File: config.mk
export PLATFORM = sky130hd
export DESIGN_NAME = alu_writeback
export DESIGN_NICKNAME = d
export VERILOG_FILES = /design/src/rtl/alu_writeback.sv
export SDC_FILE = /design/constraint.sdc
export NUM_CORES = 1
export LEC_CHECK = 0
export CAP_MARGIN = 0
export CORE_MARGIN = 10
export CORE_UTILIZATION = 30
export DETAILED_ROUTE_END_ITERATION = 10
export DONT_BUFFER_PORTS = 1
export PLACE_DENSITY = 0.48
export SKIP_CTS_REPAIR_TIMING = 1
export SYNTH_ARGS = -nofsm -noshare
export SYNTH_HDL_FRONTEND = slang
export SYNTH_SLANG_ARGS = --single-unit
File: constraint.sdc
create_clock -name clk -period 1.8 [get_ports clk]
set_input_delay 0.27 -clock clk [delete_from_list [all_inputs] [get_ports clk]]
set_output_delay 0.27 -clock clk [all_outputs]
set_load 0.01 [all_outputs]
File: src/rtl/alu_writeback.sv
// ALU result write-back stage: captures one ALU result per accept and emits one or two
// register-file writes; optional forwarding outputs are enabled by ALU_WB_BYPASS_EN.
module alu_writeback #(
    parameter int DATA_W = 32,
    parameter int ADDR_W = 5
) (
    input  logic              clk,
    input  logic              rst_n,
    input  logic              in_valid,
    output logic              in_ready,
    input  logic [DATA_W-1:0] result,
    input  logic [DATA_W-1:0] result1,
    input  logic              zFlag,
    input  logic              carryFlag,
    input  logic              signFlag,
    input  logic              overflowFlag,
    input  logic [ADDR_W-1:0] dest0,
    input  logic [ADDR_W-1:0] dest1,
    input  logic              dual,
    input  logic              flags_we,
    output logic              rf_we,
    output logic [ADDR_W-1:0] rf_waddr,
    output logic [DATA_W-1:0] rf_wdata,
    output logic              flag_z,
    output logic              flag_c,
    output logic              flag_s,
    output logic              flag_v,
`ifdef ALU_WB_BYPASS_EN
    output logic              fwd_valid,
    output logic [ADDR_W-1:0] fwd_addr,
    output logic [DATA_W-1:0] fwd_data,
`endif
    output logic              busy
);

    typedef enum logic [1:0] {
        IDLE = 2'd0,
        WR0  = 2'd1,
        WR1  = 2'd2
    } state_e;

    state_e            state_q, state_d;
    logic [DATA_W-1:0] res0_q, res0_d;
    logic [DATA_W-1:0] res1_q, res1_d;
    logic [ADDR_W-1:0] dest0_q, dest0_d;
    logic [ADDR_W-1:0] dest1_q, dest1_d;
    logic              dual_q, dual_d;
    logic [3:0]        flags_q, flags_d;   // {z, c, s, v}
    logic              accept;

    // A dual transfer still owes its WR1 cycle, so WR0 can only overlap a new
    // accept when the captured transfer is single.
    always_comb begin
        in_ready = 1'b0;
        unique case (state_q)
            IDLE:    in_ready = 1'b1;
            WR0:     in_ready = !dual_q;
            WR1:     in_ready = 1'b1;
            default: in_ready = 1'b0;
        endcase
    end

    assign accept = in_valid && in_ready;

    // NOTE: every signal gets its default before the case so no path leaves it
    // unassigned; otherwise synthesis would infer a latch to hold the old value.
    always_comb begin
        state_d = state_q;
        res0_d  = res0_q;
        res1_d  = res1_q;
        dest0_d = dest0_q;
        dest1_d = dest1_q;
        dual_d  = dual_q;
        flags_d = flags_q;

        unique case (state_q)
            IDLE:    state_d = accept ? WR0 : IDLE;
            WR0:     state_d = dual_q ? WR1 : (accept ? WR0 : IDLE);
            WR1:     state_d = accept ? WR0 : IDLE;
            default: state_d = IDLE;
        endcase

        if (accept) begin
            res0_d  = result;
            res1_d  = result1;
            dest0_d = dest0;
            dest1_d = dest1;
            dual_d  = dual;
            if (flags_we) begin
                flags_d = {zFlag, carryFlag, signFlag, overflowFlag};
            end
        end
    end

    // NOTE: state uses non-blocking assignments so every flop samples the
    // pre-edge values, independent of statement order or process scheduling.
    // The captured data registers are reset as well: the write port exposes them
    // combinationally, and a clean zero keeps X out of the downstream register file.
    always_ff @(posedge clk or negedge rst_n) begin
        if (!rst_n) begin
            state_q <= IDLE;
            res0_q  <= '0;
            res1_q  <= '0;
            dest0_q <= '0;
            dest1_q <= '0;
            dual_q  <= 1'b0;
            flags_q <= '0;
        end else begin
            state_q <= state_d;
            res0_q  <= res0_d;
            res1_q  <= res1_d;
            dest0_q <= dest0_d;
            dest1_q <= dest1_d;
            dual_q  <= dual_d;
            flags_q <= flags_d;
        end
    end

    always_comb begin
        rf_waddr = '0;
        rf_wdata = '0;
        unique case (state_q)
            WR0: begin
                rf_waddr = dest0_q;
                rf_wdata = res0_q;
            end
            WR1: begin
                rf_waddr = dest1_q;
                rf_wdata = res1_q;
            end
            default: begin
                rf_waddr = '0;
                rf_wdata = '0;
            end
        endcase
    end

    // r0 is hard-wired zero: the slot is still consumed, only the strobe drops.
    assign busy  = (state_q != IDLE);
    assign rf_we = busy && (rf_waddr != '0);

    assign flag_z = flags_q[3];
    assign flag_c = flags_q[2];
    assign flag_s = flags_q[1];
    assign flag_v = flags_q[0];

`ifdef ALU_WB_BYPASS_EN
    assign fwd_valid = rf_we;
    assign fwd_addr  = rf_waddr;
    assign fwd_data  = rf_wdata;
`endif

endmodule

==> impl_metrics.csv <==
group,metric,value,unit
cells_and_area,fill_cells,1178,
power_and_ir_drop,swShare,35.8,%
timing,layout_setup_ws,-286,ps
timing,final-setup-viol-count,118,
grt,grt_overflow,0,
cells_and_area,drive_gt1_share,55.4,%
placement,gp_congestion,0.673,
critical_path,critPathArrivalTime,1820,ps
yosys,synth_cell_types,19,
cells_and_area,final_cell_count_no_fill,462,
clocking,cts_buffers,9,
placement,dp_hpwl,6.87,mm
power_and_ir_drop,comb_power_share,48.5,%
timing,fmax,479,MHz
critical_path,end_kind,"primary output",
timing,min_period,2090,ps
timing,finalHoldViolCount,81,
floorplan,fp-row-count,40,
power_and_ir_drop,clkPwrFrac,17.5,%
critical_path,start_kind,"flop",
placement,placed_cells,440,
cells_and_area,post-route-util,37.7,%
power_and_ir_drop,leakage,1.89,nW
route,totalWireLength,9.93,mm
cells_and_area,layout.nets,376,
route,drc,0,
clocking,cts_tree,"built",
yosys,syn_nets,358,
yosys,synth_area_leader_cell,"dfrtp_1",
critical_path,reg2reg_from,"state_q[1]$_DFF_PN0_",
clocking,cts_max_path_buffers,2,
power_and_ir_drop,power,0.00982,W
route,viasPerCell,4.90,
cells_and_area,areaGrowthSynthToFinish,22.2,%
grt,grt_start_max_net_pins,82,
floorplan,die_x,131,um
outcome,failed_checks,"hold timing, setup timing",
critical_path,reg2reg_depth,6,
route,drt-pass1-iter-count,4,
floorplan,die-area,17300,um^2
floorplan,io_pins,127,
yosys,syn_inst,271,
power_and_ir_drop,ir_drop,744,uV
yosys,ys_seq_area_share,54.4,%
outcome,status,"finished with violations",
timing,slew_violations,0,
power_and_ir_drop,pwr_density_cell,2160,nW/um^2
critical_path,crit_path_max_fanout,8,
clocking,clk_pin_slew,60,ps
power_and_ir_drop,netSwitchingPower,0.00351,W
route,drtIter0Drc,128,
power_and_ir_drop,power.share.sequential,34.0,%
timing,holdWs,-382,ps
yosys,ys_seq_elements,81,
critical_path,reg2reg_to,"res1_q[24]$_DFFE_PN0N_",
route,ant_nets,0,
clocking,root_buffer,"clkbuf_16",
clocking,clock_sinks,81,
route,vias,2264,
route,wl_per_cell,21.5,um
yosys,synthTopCellsByArea,"dfrtp_1, mux2_4, mux2_2",
floorplan,start_util,30.9,%
timing,finClkSkew,7.52,ps
placement,port_buffers,0,
grt,grt_usage,11.4,%
clocking,clkLatencyLatePin,340,ps
critical_path,cp.required,1530,ps
power_and_ir_drop,power.internal,0.00631,W
timing,min_period_over_period,116,%
timing,final.setup.tns,-13380,ps
hold_path,hp-class,"primary input to async pin",
floorplan,core-area,12100,um^2
timing,max_slew_margin,81.9,%
grt,grt_pass1_vias,2449,
yosys,ys_warn_count,0,
yosys,syn_area_per_cell,13.7,um^2
cells_and_area,antenna_cells,0,
timing,worst_pin_slew,270,ps
timing,rsz0062_at_grt,"true",
yosys,synthesis.area,3720,um^2
critical_path,reg2reg_slack,-150,ps
grt,antenna_found_initial,0,
yosys,post-synth-top-area-fraction,54.4,%
floorplan,fp.dieH,131,um
clocking,htree_levels,3,
job,drv_cap,0,
critical_path,path_class,"flop to primary output",
grt,grt_pass1_wl,15.1,mm
## worst max-delay path by stage
stage | cells past startpoint | from | end
finish | 6 | state_q[1]$_DFF_PN0_ | rf_we
CTS | 6 | state_q[0]$_DFF_PN0_ | rf_we
floorplan | 7 | state_q[0]$_DFF_PN0_ | res0_q[0]$_DFFE_PN0N_
global route | 6 | state_q[1]$_DFF_PN0_ | rf_we
detailed placement | 6 | state_q[1]$_DFF_PN0_ | res0_q[19]$_DFFE_PN0N_
global placement | 6 | state_q[0]$_DFF_PN0_ | res0_q[3]$_DFFE_PN0N_
## metal layers
metal	global-route usage [%]	vias to the layer above	routed length, um
met4	5.93	0	211
met3	5.64	11	825
met5	0	-	0
li1	-	1012	-
met2	16.6	86	4580
met1	13.4	1155	4310
## Yosys cell counts
| cell | count |
|---|---|
| ha_1 | 4 |
| and2_1 | 1 |
| o21a_1 | 1 |
| buf_2 | 3 |
| nor2_1 | 37 |
| nor2b_1 | 1 |
| dfrtp_1 | 81 |
| buf_6 | 5 |
| a22oi_1 | 37 |
| inv_1 | 5 |
| o211a_1 | 1 |
| mux2_4 | 39 |
| buf_1 | 8 |
| mux2_2 | 40 |
| o2111ai_1 | 1 |
| or2_1 | 1 |
| o31a_1 | 1 |
| a31oi_1 | 1 |
| clkbuf_1 | 4 |
## state kept, by name, indices dropped and copies added (netlist names)
| signal | flops |
|---|---|
| state_q | 2 |
| dest0_q | 5 |
| flags_q | 4 |
| dest1_q | 5 |
| dual_q | 1 |
| res0_q | 32 |
| res1_q | 32 |
## cells in the final DEF, fill, tap and decap left out, types with 3 or more instances in the layout
cell / n
dfrtp_1: 81
clkbuf_16: 11
buf_12: 4
clkinv_2: 3
nor2_1: 5
nor2_2: 31
a22oi_1: 34
buf_4: 12
inv_2: 4
buf_6: 8
mux2_2: 40
a22oi_2: 3
mux2_4: 39
## critical path, stage by stage (launching register included)
cell and delay (ps):
dfrtp_1 440, inv_2 60, ha_2 180, buf_6 140
a22oi_2 180, a31oi_1 100, o31a_1 370
## power groups by stage
stage / Clock (W) / Combinational (W) / Sequential (W)
after floorplan: 0 / 0.00322 / 0.00317
after global placement: 0 / 0.00411 / 0.00331
after detailed placement: 0 / 0.00417 / 0.00333
after CTS: 0.00180 / 0.00418 / 0.00331
after global routing: 0.00190 / 0.00516 / 0.00347
final: 0.00172 / 0.00477 / 0.00334
## metrics by stage
step	setup WS (ps)	instance area [um^2]
floorplan	9.22	3720
global placement	1.35	4030
detailed placement	-72.0	4030
CTS	-370	4300
global route	-356	4550
finish	-286	4550
## area by class of cell
| type | count | area, um^2 | area share [%] |
|---|---|---|---|
| clock buffer | 13 | 260 | 5.72 |
| tap | 168 | 210 | 4.62 |
| multi-input combinational | 166 | 1710 | 37.6 |
| timing repair buffer | 26 | 310 | 6.82 |
| inverter | 5 | 18.8 | 0.412 |
| sequential | 81 | 2030 | 44.5 |
| clock inverter | 3 | 15.0 | 0.330 |
## cells by family after synthesis
family | Yosys count | share of synthesized area, %
DFF | 81 | 54.4
muxes | 79 | 27.8
AOI/OAI and AO/OA | 42 | 8.57
and+or+nand+nor | 40 | 4.23
buffers and inverters | 25 | 3.63
adders and majority gates | 4 | 1.34
Note: power is estimated with default switching activity, not from simulation.
